==> config.mk <==
export PLATFORM = sky130hd
export DESIGN_NAME = sound_latch_bridge
export DESIGN_NICKNAME = d
export VERILOG_FILES = /design/src/rtl/sound_latch_bridge.sv
export SDC_FILE = /design/constraint.sdc
export NUM_CORES = 1
export LEC_CHECK = 0
export CAP_MARGIN = 5
export CORE_ASPECT_RATIO = 1.1
export CORE_MARGIN = 5
export CORE_UTILIZATION = 27
export DETAILED_ROUTE_END_ITERATION = 8
export SYNTH_ARGS = -nofsm -noshare
export SYNTH_HDL_FRONTEND = slang
export SYNTH_SLANG_ARGS = --single-unit
==> constraint.sdc <==
create_clock -name clk -period 1.3 [get_ports clk]
set_clock_uncertainty 0.05 [all_clocks]
set_input_delay 0.26 -clock clk [delete_from_list [all_inputs] [get_ports clk]]
set_output_delay 0.26 -clock clk [all_outputs]
set_load 0.05 [all_outputs]
==> src/rtl/sound_latch_bridge.sv <==
// Sound command/reply latch pair between the 68k main CPU and the Z80 sound CPU.
// Command byte 68k -> Z80 raises the Z80 INT line; reply byte Z80 -> 68k.
// Every bus access is detected on the rising edge of its qualified strobe.
module sound_latch_bridge #(
   parameter bit IRQ_ACK_CLEAR = 1'b1,
   parameter int HOLD_CYCLES   = 0
) (
   input  logic        clk,
   input  logic        reset,
   input  logic        m68k_latch_cs,
   input  logic        m68k_uds_n,
   input  logic [15:0] m68k_dout,
   input  logic        z80_latch_read_cs,
   input  logic        z80_latch_cs,
   input  logic        z80_rd_n,
   input  logic        z80_wr_n,
   input  logic [7:0]  z80_dout,
   input  logic        M1_n,
   input  logic        IORQ_n,
   output logic [7:0]  sound_latch,
   output logic [7:0]  sound_latch2,
   output logic        z80_irq_n,
   output logic        cmd_full,
   output logic        reply_full,
   output logic        cmd_overrun
);

   localparam int HW = (HOLD_CYCLES > 0) ? $clog2(HOLD_CYCLES + 1) : 1;
   localparam logic [HW-1:0] HOLD_LOAD = HW'(HOLD_CYCLES);

   // Low byte of the 68k bus is not part of the command.
   logic unused_dout;
   assign unused_dout = ^m68k_dout[7:0];

   logic wr68_s, rd80_s, wr80_s, rdrep_s, iack_s;
   logic wr68_q, rd80_q, wr80_q, rdrep_q, iack_q;
   logic arm_q;
   logic wr68_evt, rd80_evt, wr80_evt, rdrep_evt, iack_evt, rel_evt;

   logic [7:0]    sl_q, sl_d, sl2_q, sl2_d;
   logic          irq_n_q, irq_n_d, cf_q, cf_d, rf_q, rf_d, ov_q, ov_d;
   logic          pend_q, pend_d;
   logic [HW-1:0] hold_q, hold_d, hold_dec;

   assign wr68_s  = m68k_latch_cs & ~m68k_uds_n;
   assign rd80_s  = z80_latch_cs & ~z80_rd_n;
   assign wr80_s  = z80_latch_cs & ~z80_wr_n;
   assign rdrep_s = z80_latch_read_cs;
   assign iack_s  = ~M1_n & ~IORQ_n;

   // arm_q stays low for the first edge after reset so a strobe that was
   // already high while in reset is absorbed into the history registers.
   assign wr68_evt  = arm_q & wr68_s  & ~wr68_q;
   assign rd80_evt  = arm_q & rd80_s  & ~rd80_q;
   assign wr80_evt  = arm_q & wr80_s  & ~wr80_q;
   assign rdrep_evt = arm_q & rdrep_s & ~rdrep_q;
   assign iack_evt  = arm_q & iack_s  & ~iack_q;
   assign rel_evt   = IRQ_ACK_CLEAR ? iack_evt : rd80_evt;

   // Next-state for latches, flags, IRQ line and its minimum-low hold timer.
   always_comb begin
      sl_d     = sl_q;
      sl2_d    = sl2_q;
      irq_n_d  = irq_n_q;
      cf_d     = cf_q;
      rf_d     = rf_q;
      ov_d     = ov_q;
      pend_d   = pend_q;
      hold_dec = (hold_q != '0) ? hold_q - HW'(1) : '0;
      hold_d   = hold_dec;

      if (wr68_evt) begin
         // A new command always wins over a same-cycle read or release.
         sl_d    = m68k_dout[15:8];
         cf_d    = 1'b1;
         irq_n_d = 1'b0;
         hold_d  = HOLD_LOAD;
         pend_d  = 1'b0;
         if (cf_q && !rd80_evt) ov_d = 1'b1;
      end else begin
         if (rd80_evt) cf_d = 1'b0;
         if ((rel_evt || pend_q) && (hold_dec == '0)) begin
            irq_n_d = 1'b1;
            pend_d  = 1'b0;
         end else if (rel_evt) begin
            pend_d = 1'b1;
         end
      end

      if (wr80_evt) begin
         sl2_d = z80_dout;
         rf_d  = 1'b1;
      end else if (rdrep_evt) begin
         rf_d = 1'b0;
      end
   end

   // State registers, edge-detect history included, all cleared by reset.
   always_ff @(posedge clk or posedge reset) begin
      if (reset) begin
         wr68_q  <= 1'b0;
         rd80_q  <= 1'b0;
         wr80_q  <= 1'b0;
         rdrep_q <= 1'b0;
         iack_q  <= 1'b0;
         arm_q   <= 1'b0;
         sl_q    <= 8'h00;
         sl2_q   <= 8'h00;
         irq_n_q <= 1'b1;
         cf_q    <= 1'b0;
         rf_q    <= 1'b0;
         ov_q    <= 1'b0;
         pend_q  <= 1'b0;
         hold_q  <= '0;
      end else begin
         wr68_q  <= wr68_s;
         rd80_q  <= rd80_s;
         wr80_q  <= wr80_s;
         rdrep_q <= rdrep_s;
         iack_q  <= iack_s;
         arm_q   <= 1'b1;
         sl_q    <= sl_d;
         sl2_q   <= sl2_d;
         irq_n_q <= irq_n_d;
         cf_q    <= cf_d;
         rf_q    <= rf_d;
         ov_q    <= ov_d;
         pend_q  <= pend_d;
         hold_q  <= hold_d;
      end
   end

   assign sound_latch  = sl_q;
   assign sound_latch2 = sl2_q;
   assign z80_irq_n    = irq_n_q;
   assign cmd_full     = cf_q;
   assign reply_full   = rf_q;
   assign cmd_overrun  = ov_q;

endmodule

# Word-level counts from Yosys, hierarchy flattened
# Index checks and enable logic that the tools add are counted.
[totals]
register_bits = 28
in_bits = 34
output_inout_bits = 20
wordCells = 60
[classes]
addsub = 1
mux = 11
bitwise = 25
n_reduce_logical = 9
[ops]
columns = ["operator", "n"]
rows = [
  ["bitwise AND 1 bit", 14],
  ["two-way mux 1 bit", 11],
  ["inverter 1 bit", 11],
  ["nonzero test 2 bit", 3],
  ["nonzero test 3 bit", 1],
  ["logical AND 1 bit", 2],
  ["AND reduction 2 bit", 1],
  ["zero test 1 bit", 1],
  ["logical OR 1 bit", 1],
  ["subtractor 1 bit (second input constant)", 1],
]

# Longest topological paths before layout
# Gate-level depths: netlist of the first run.
[logic_depth]
depth_word = 8
depth_mapped = 3

# Worst setup path before layout of the first run
# No wires, ideal clock.
[synth_timing]
path_kind = "register -> register"
start = "reg wr68_q"
end = "reg sl_q[0] (netlist: sound_latch[0])"
setup_ns = 0.125
t_arrival_ns = 1.091
path_slack_ns = 0.034
path_stages_with_launch = 4
period_less_slack_ns = 1.266
path_cell_list = "dfrtp_1 > and4bb_4 > buf_12 > mux2_4"
[synth_via]
elab_chain_cells = 2
[synth_rtl]
columns = ["element", "line_no", "rtl"]
rows = [
  ["start: declaration", "36", "logic wr68_q, rd80_q, wr80_q, rdrep_q, iack_q;"],
  ["start signal: assignment", "116", "wr68_q <= wr68_s;"],
  ["inverter 1 bit", "53", "assign wr68_evt = arm_q & wr68_s & ~wr68_q;"],
  ["bitwise AND 1 bit", "53", ""],
  ["end signal: assignment", "122", "sl_q <= sl_d;"],
  ["end: declaration", "40", "logic [7:0] sl_q, sl_d, sl2_q, sl2_d;"],
]
# No other way between the ends.
# A chain may end at the register's enable or synchronous reset.

# Worst setup path after layout of the first run
[layout_timing]
start = "reg wr80_q"
end = "reg sl2_q[4] (netlist: sound_latch2[4])"
[layout_via]
elab_chain_cells = 2
[layout_rtl]
columns = ["element", "line_no", "rtl"]
rows = [
  ["start: declaration", "36", ""],
  ["start signal: assignment", "118", "wr80_q <= wr80_s;"],
  ["inverter 1 bit", "55", "assign wr80_evt = arm_q & wr80_s & ~wr80_q;"],
  ["bitwise AND 1 bit", "55", ""],
  ["end signal: assignment", "123", "sl2_q <= sl2_d;"],
  ["end: declaration", "40", ""],
]
# No other way between the ends.

==> results of run 1 <==
## cells by family (layout without fill, tap and decap cells)
group | count (synthesis) | count (layout)
flops | 27 | 27
mux | 16 | 16
simple gates | 10 | 11
compound gates | 4 | 4
buf+inv | 3 | 58
other cells | 2 | 2
## worst paths after layout
path                           from               to  cells past startpoint
min                        z80_wr_n           wr80_q                      2
max                          wr80_q  sound_latch2[4]                      3
max reg2reg                  wr80_q  sound_latch2[4]                      3
max in group asynchronous     reset        z80_irq_n                      3
min in group asynchronous     reset  sound_latch2[0]                      3
min reg2reg                  iack_q        z80_irq_n                      2
## power groups by stage
stage                     Combinational [W]  Sequential [W]  Clock, W
final                               0.00133         0.00113  0.000469
after global placement              0.00132         0.00114         0
after floorplan                    0.000211         0.00152         0
after CTS                           0.00133         0.00113  0.000503
after detailed placement            0.00133         0.00114         0
after global routing                0.00138         0.00115  0.000549
## worst register-to-register path, stage by stage (launching register included)
cell,delay (ns)
dfrtp_1,0.37
and4bb_4,0.37
clkbuf_16,0.15
mux2_4,0.29
## registers in the layout, indices dropped and copies added, names as in the netlist
name          cells
arm_q             1
cmd_full          1
cmd_overrun       1
iack_q            1
pend_q            1
rd80_q            1
rdrep_q           1
reply_full        1
sound_latch       8
sound_latch2      8
wr68_q            1
wr80_q            1
z80_irq_n         1
## cell usage after synthesis, drive strengths merged (2+ instances only)
library cell  instances
a21o                  2
and4bb                2
buf                   2
conb                  2
dfrtp                26
mux2                 16
nor2                  2
nor2b                 3
## layout make-up
cell class / instances / area [um^2] / area share (%)
Clock buffer: 3 / 41.3 / 2.14
Clock inverter: 1 / 5.00 / 0.260
Inverter: 1 / 3.75 / 0.195
Multi-Input combinational cell: 33 / 377 / 19.6
Sequential cell: 27 / 678 / 35.2
Tap cell: 52 / 65.1 / 3.38
Timing Repair Buffer: 53 / 756 / 39.2
## through the flow
step / util (%) / power, W / hold slack (ns) / setup TNS [ns] / setup WS (ns)
after detailed placement: 46.5 / 0.00248 / 0.414 / -5.87 / -0.340
final: 49.3 / 0.00293 / 0.131 / -0.166 / -0.0314
after global routing: 49.3 / 0.00308 / 0.124 / -0.821 / -0.0742
after CTS: 47.9 / 0.00297 / 0.260 / -0.261 / -0.0348
after global placement: 46.5 / 0.00246 / 0.407 / -5.48 / -0.326
after floorplan: - / 0.00173 / 0.241 / 0 / 0.0339
## metal layers
layer | vias up | share of wire [%]
met5 | - | 0
met4 | 0 | 0.57
met3 | 2 | 8.7
met2 | 28 | 50
met1 | 344 | 40
li1 | 327 | -
## timing repair
item | in CTS | in global routing
resized for setup | 3 | 6
pin swaps | 1 | 1
cloned | 1 | 1
hold endpoints to repair | 0 | 0
setup endpoints to repair | 17 | 12
setup buffers | 0 | 2
==> flow_summary.ini, run 1 <==
[routing]
drt-total-wl_um = 2440
drt_iter0_drc = 3
ant_nets = 0
first_pass_iters = 2
drc = 0
viasPerCell = 4.12
routed-via-count = 701
routedWlPerCell_um = 14.3

[final_layout]
nets = 153
final_area_um2 = 1930
fillers = 372
final_cell_mix = 25 x dfrtp_1, 22 x buf_12, 21 x clkdlybuf4s50_1
diodes = 0
layout_commonest_cell = dfrtp_1
syn_to_final_growth_pct = 80.2
fin_cells = 170
layout-drive-gt1-share_pct = 45.8

[sta]
fin_ws_ns = -0.0314
finalMaxSlewViolations = 0
rsz0062_at_grt = true
finalSetupViolCount = 8
period_share_pct = 102
fmaxAchievable_ghz = 0.751
period_needed_ns = 1.33
hold_viol = 0

[pwr]
cellLeakagePower_nw = 0.870
p_comb_share_pct = 45.4
p_switching_w = 0.00101
p_int_w = 0.00193
irDropWorstVdd_v = 0.000849
swShare_pct = 34.4
seqPwrFrac_pct = 38.6
p_clk_share_pct = 16.0
power_density_nw_per_um2 = 1520

[global_route]
grt_use_total_pct = 9.40
antenna_found_initial = 0
grt.overflow.total = 0
use_met2_pct = 15.8
gr-max-usage-layer = met2
met1_usage_pct = 10.6
use_met3_pct = 4.62
grt_pass1_vias = 834
grt_max_degree = 28
grt_pass1_wl_um = 4040

[yosys]
synth_top_area_share_pct = 60.9
syn-instance-count = 62
synthAdderAreaFrac_pct = 0
synth-main-ff-cell = dfrtp_1
synth-async-reset-ratio_pct = 100
synth_cell_types = 18
synth-edff-count = 0
synth-xor-area-share_pct = 0
syn-cell-area_um2 = 1070
yosys-top-cells-area = dfrtp_1 61%, mux2_4 21%, dfstp_2 2.5%
ys_seq_area_share_pct = 63.3
synth_compound_area_share_pct = 2.69
synth_top_area_cell = dfrtp_1
synth_warnings = 0
synth_top_family_by_area = multiplexers
syn_nets = 96
synthMuxAreaShare_pct = 22.1
synth-simple-area-share_pct = 7.85
avgSynthCellArea_um2 = 17.2
ys_ff_latch = 27

[setup_path]
required_ns = 1.41
path_buf_inv = 1
cp-start-kind = flip-flop
rrSetupSlack_ns = -0.03
cp.arrival_ns = 1.44
critical_path_peak_fanout = 4
crit_type = reg2reg
critical_path.cell_chain = and4bb_4 > clkbuf_16 > mux2_4
slowest_stage = dfrtp_1
crit_family = flip-flops
cp-end-kind = flip-flop
max_stage_delay_ns = 0.37

[clock_network]
cts_hold_buf = 0
clk_root_buffer_cell = clkbuf_8
insertion_delay_ns = 0.27
cts_tree = built
clockBufferDepth = 2
cts_buffers = 3
htree_levels = 1
clock_sinks = 27
clkSlewWorstSetupHoldPaths_ns = 0.09

[place]
placed_area_um2 = 1820
dp.cells = 162
gp_congestion = 0.698
place.detailed.hpwl_um = 1790
port_buffers = 45

[die]
io_pins = 54
dieWidth_um = 70.0
rows = 24
die_area_um2 = 5320
start_util_pct = 27.4
core_area_um2 = 3900
die_y_um = 76.0

[outcome]
status = finished, violations left
violations = negative setup slack

[min_path]
hp-class = in2reg

[run]
max_cap_violations = 0
Note: power is estimated with default switching activity, not from simulation.
==> run 2: changes to the inputs <==
--- a/config.mk
+++ b/config.mk
@@ -9,7 +9,9 @@
 export CORE_ASPECT_RATIO = 1.1
 export CORE_MARGIN = 5
 export CORE_UTILIZATION = 27
+export CTS_CLUSTER_DIAMETER = 80
 export DETAILED_ROUTE_END_ITERATION = 8
+export MAX_ROUTING_LAYER = met4
 export SYNTH_ARGS = -nofsm -noshare
 export SYNTH_HDL_FRONTEND = slang
 export SYNTH_SLANG_ARGS = --single-unit
==> flow_summary.ini, run 2 (synthesis gave the netlist of run 1 again) <==
[clock_network]
htree_levels = 1
clkSlewWorstSetupHoldPaths_ns = 0.09
cts_tree = built
clk_root_buffer_cell = clkbuf_8
cts_buffers = 3
insertion_delay_ns = 0.27
clock_sinks = 27
clockBufferDepth = 2
cts_hold_buf = 0

[global_route]
grt.overflow.total = 0
antenna_found_initial = 0
grt_use_total_pct = 9.66
grt_pass1_wl_um = 4020
grt_pass1_vias = 838
grt_max_degree = 28

[sta]
rsz0062_at_grt = true
hold_viol = 0
finalMaxSlewViolations = 0
whs_ns = 0.131
fin_ws_ns = -0.0313
period_share_pct = 102
fmaxAchievable_ghz = 0.751
finalSetupTns_ns = -0.161
period_needed_ns = 1.33
finalSetupViolCount = 8

[final_layout]
post-route-util_pct = 49.3
fillers = 372
diodes = 0
syn_to_final_growth_pct = 80.2
layout-drive-gt1-share_pct = 45.8
nets = 153
layout_commonest_cell = dfrtp_1
final_cell_mix = 25 x dfrtp_1, 22 x buf_12, 21 x clkdlybuf4s50_1

[place]
port_buffers = 45
post-place-ws_ns = -0.340
place.detailed.hpwl_um = 1790
gp_congestion = 0.706

[setup_path]
required_ns = 1.41
rr_startpoint = wr80_q
cp.arrival_ns = 1.44
cp-start-kind = flip-flop
crit_start = wr80_q
cp-end-kind = flip-flop
crit_type = reg2reg
critical_path_peak_fanout = 4

[routing]
viasPerCell = 4.11
ant_nets = 0
drc = 0
drt-total-wl_um = 2440
routed-via-count = 699
routedWlPerCell_um = 14.3
first_pass_iters = 2
drt_iter0_drc = 3

[pwr]
power_density_nw_per_um2 = 1520
cellLeakagePower_nw = 0.870
irDropWorstVdd_v = 0.000847

[die]
core_area_um2 = 3900
start_util_pct = 27.4
die_y_um = 76.0
die_area_um2 = 5320
io_pins = 54
rows = 24
dieWidth_um = 70.0

[outcome]
status = finished, violations left
violations = negative setup slack

[min_path]
hp-class = in2reg
min_from = z80_wr_n

[run]
max_cap_violations = 0
## run 2: cell counts in the layout (fill, tap and decap cells not counted)
No cell type changed its count.
## run 2: timing repair
action	CTS	global route
setup buffers	0	2
resized for setup	3	6
gates cloned	1	1
pin swaps	1	1
hold endpoints to repair	0	0
setup endpoints to repair	17	12
## run 2: path summary, 6_finish.rpt
kind	to	slack [ns]	cells past startpoint
hold / removal	wr80_q	0.13	2
max in group asynchronous	z80_irq_n	0.69	3
hold reg to reg	z80_irq_n	0.43	2
setup reg to reg	sound_latch2[4]	-0.03	3
setup / recovery	sound_latch2[4]	-0.03	3
min in group asynchronous	sound_latch2[1]	0.28	3
## run 2: power breakdown
| part | total (W) | internal, W | switching [W] | leakage [nW] |
|---|---|---|---|---|
| Combinational | 0.00133 | 0.000732 | 0.000601 | 0.525 |
| Clock | 0.000469 | 0.000214 | 0.000254 | 0.0255 |
| Sequential | 0.00113 | 0.000980 | 0.000152 | 0.320 |
## run 2: area by class of cell
type / count / area [um^2] / area share [%]
flip-flops and latches: 27 / 678 / 35.2
repair buffers: 53 / 756 / 39.2
well taps: 52 / 65.1 / 3.38
multi-input cells: 33 / 377 / 19.6
clock inverters: 1 / 5.00 / 0.260
inverters: 1 / 3.75 / 0.195
clock buffers: 3 / 41.3 / 2.14
## run 2: worst max-delay path, cell delays in order, from the launching register on
cell and delay, ns:
dfrtp_1 0.37, and4bb_4 0.37, clkbuf_16 0.15, mux2_4 0.29
## run 2: per-layer routing
metal,vias up,global-route usage [%],wire length [um]
met5,-,-,0
met4,0,2.30,14
met3,2,4.22,186
met2,28,15.8,1230
met1,342,10.9,1010
li1,327,-,-
## run 2: through the flow
step | std cells | area (um^2) | power [W]
after floorplan | 62 | 1070 | 0.00173
after global placement | 162 | 1820 | 0.00246
after detailed placement | 162 | 1820 | 0.00248
after CTS | 167 | 1870 | 0.00297
after global routing | 170 | 1930 | 0.00308
final | 170 | 1930 | 0.00293
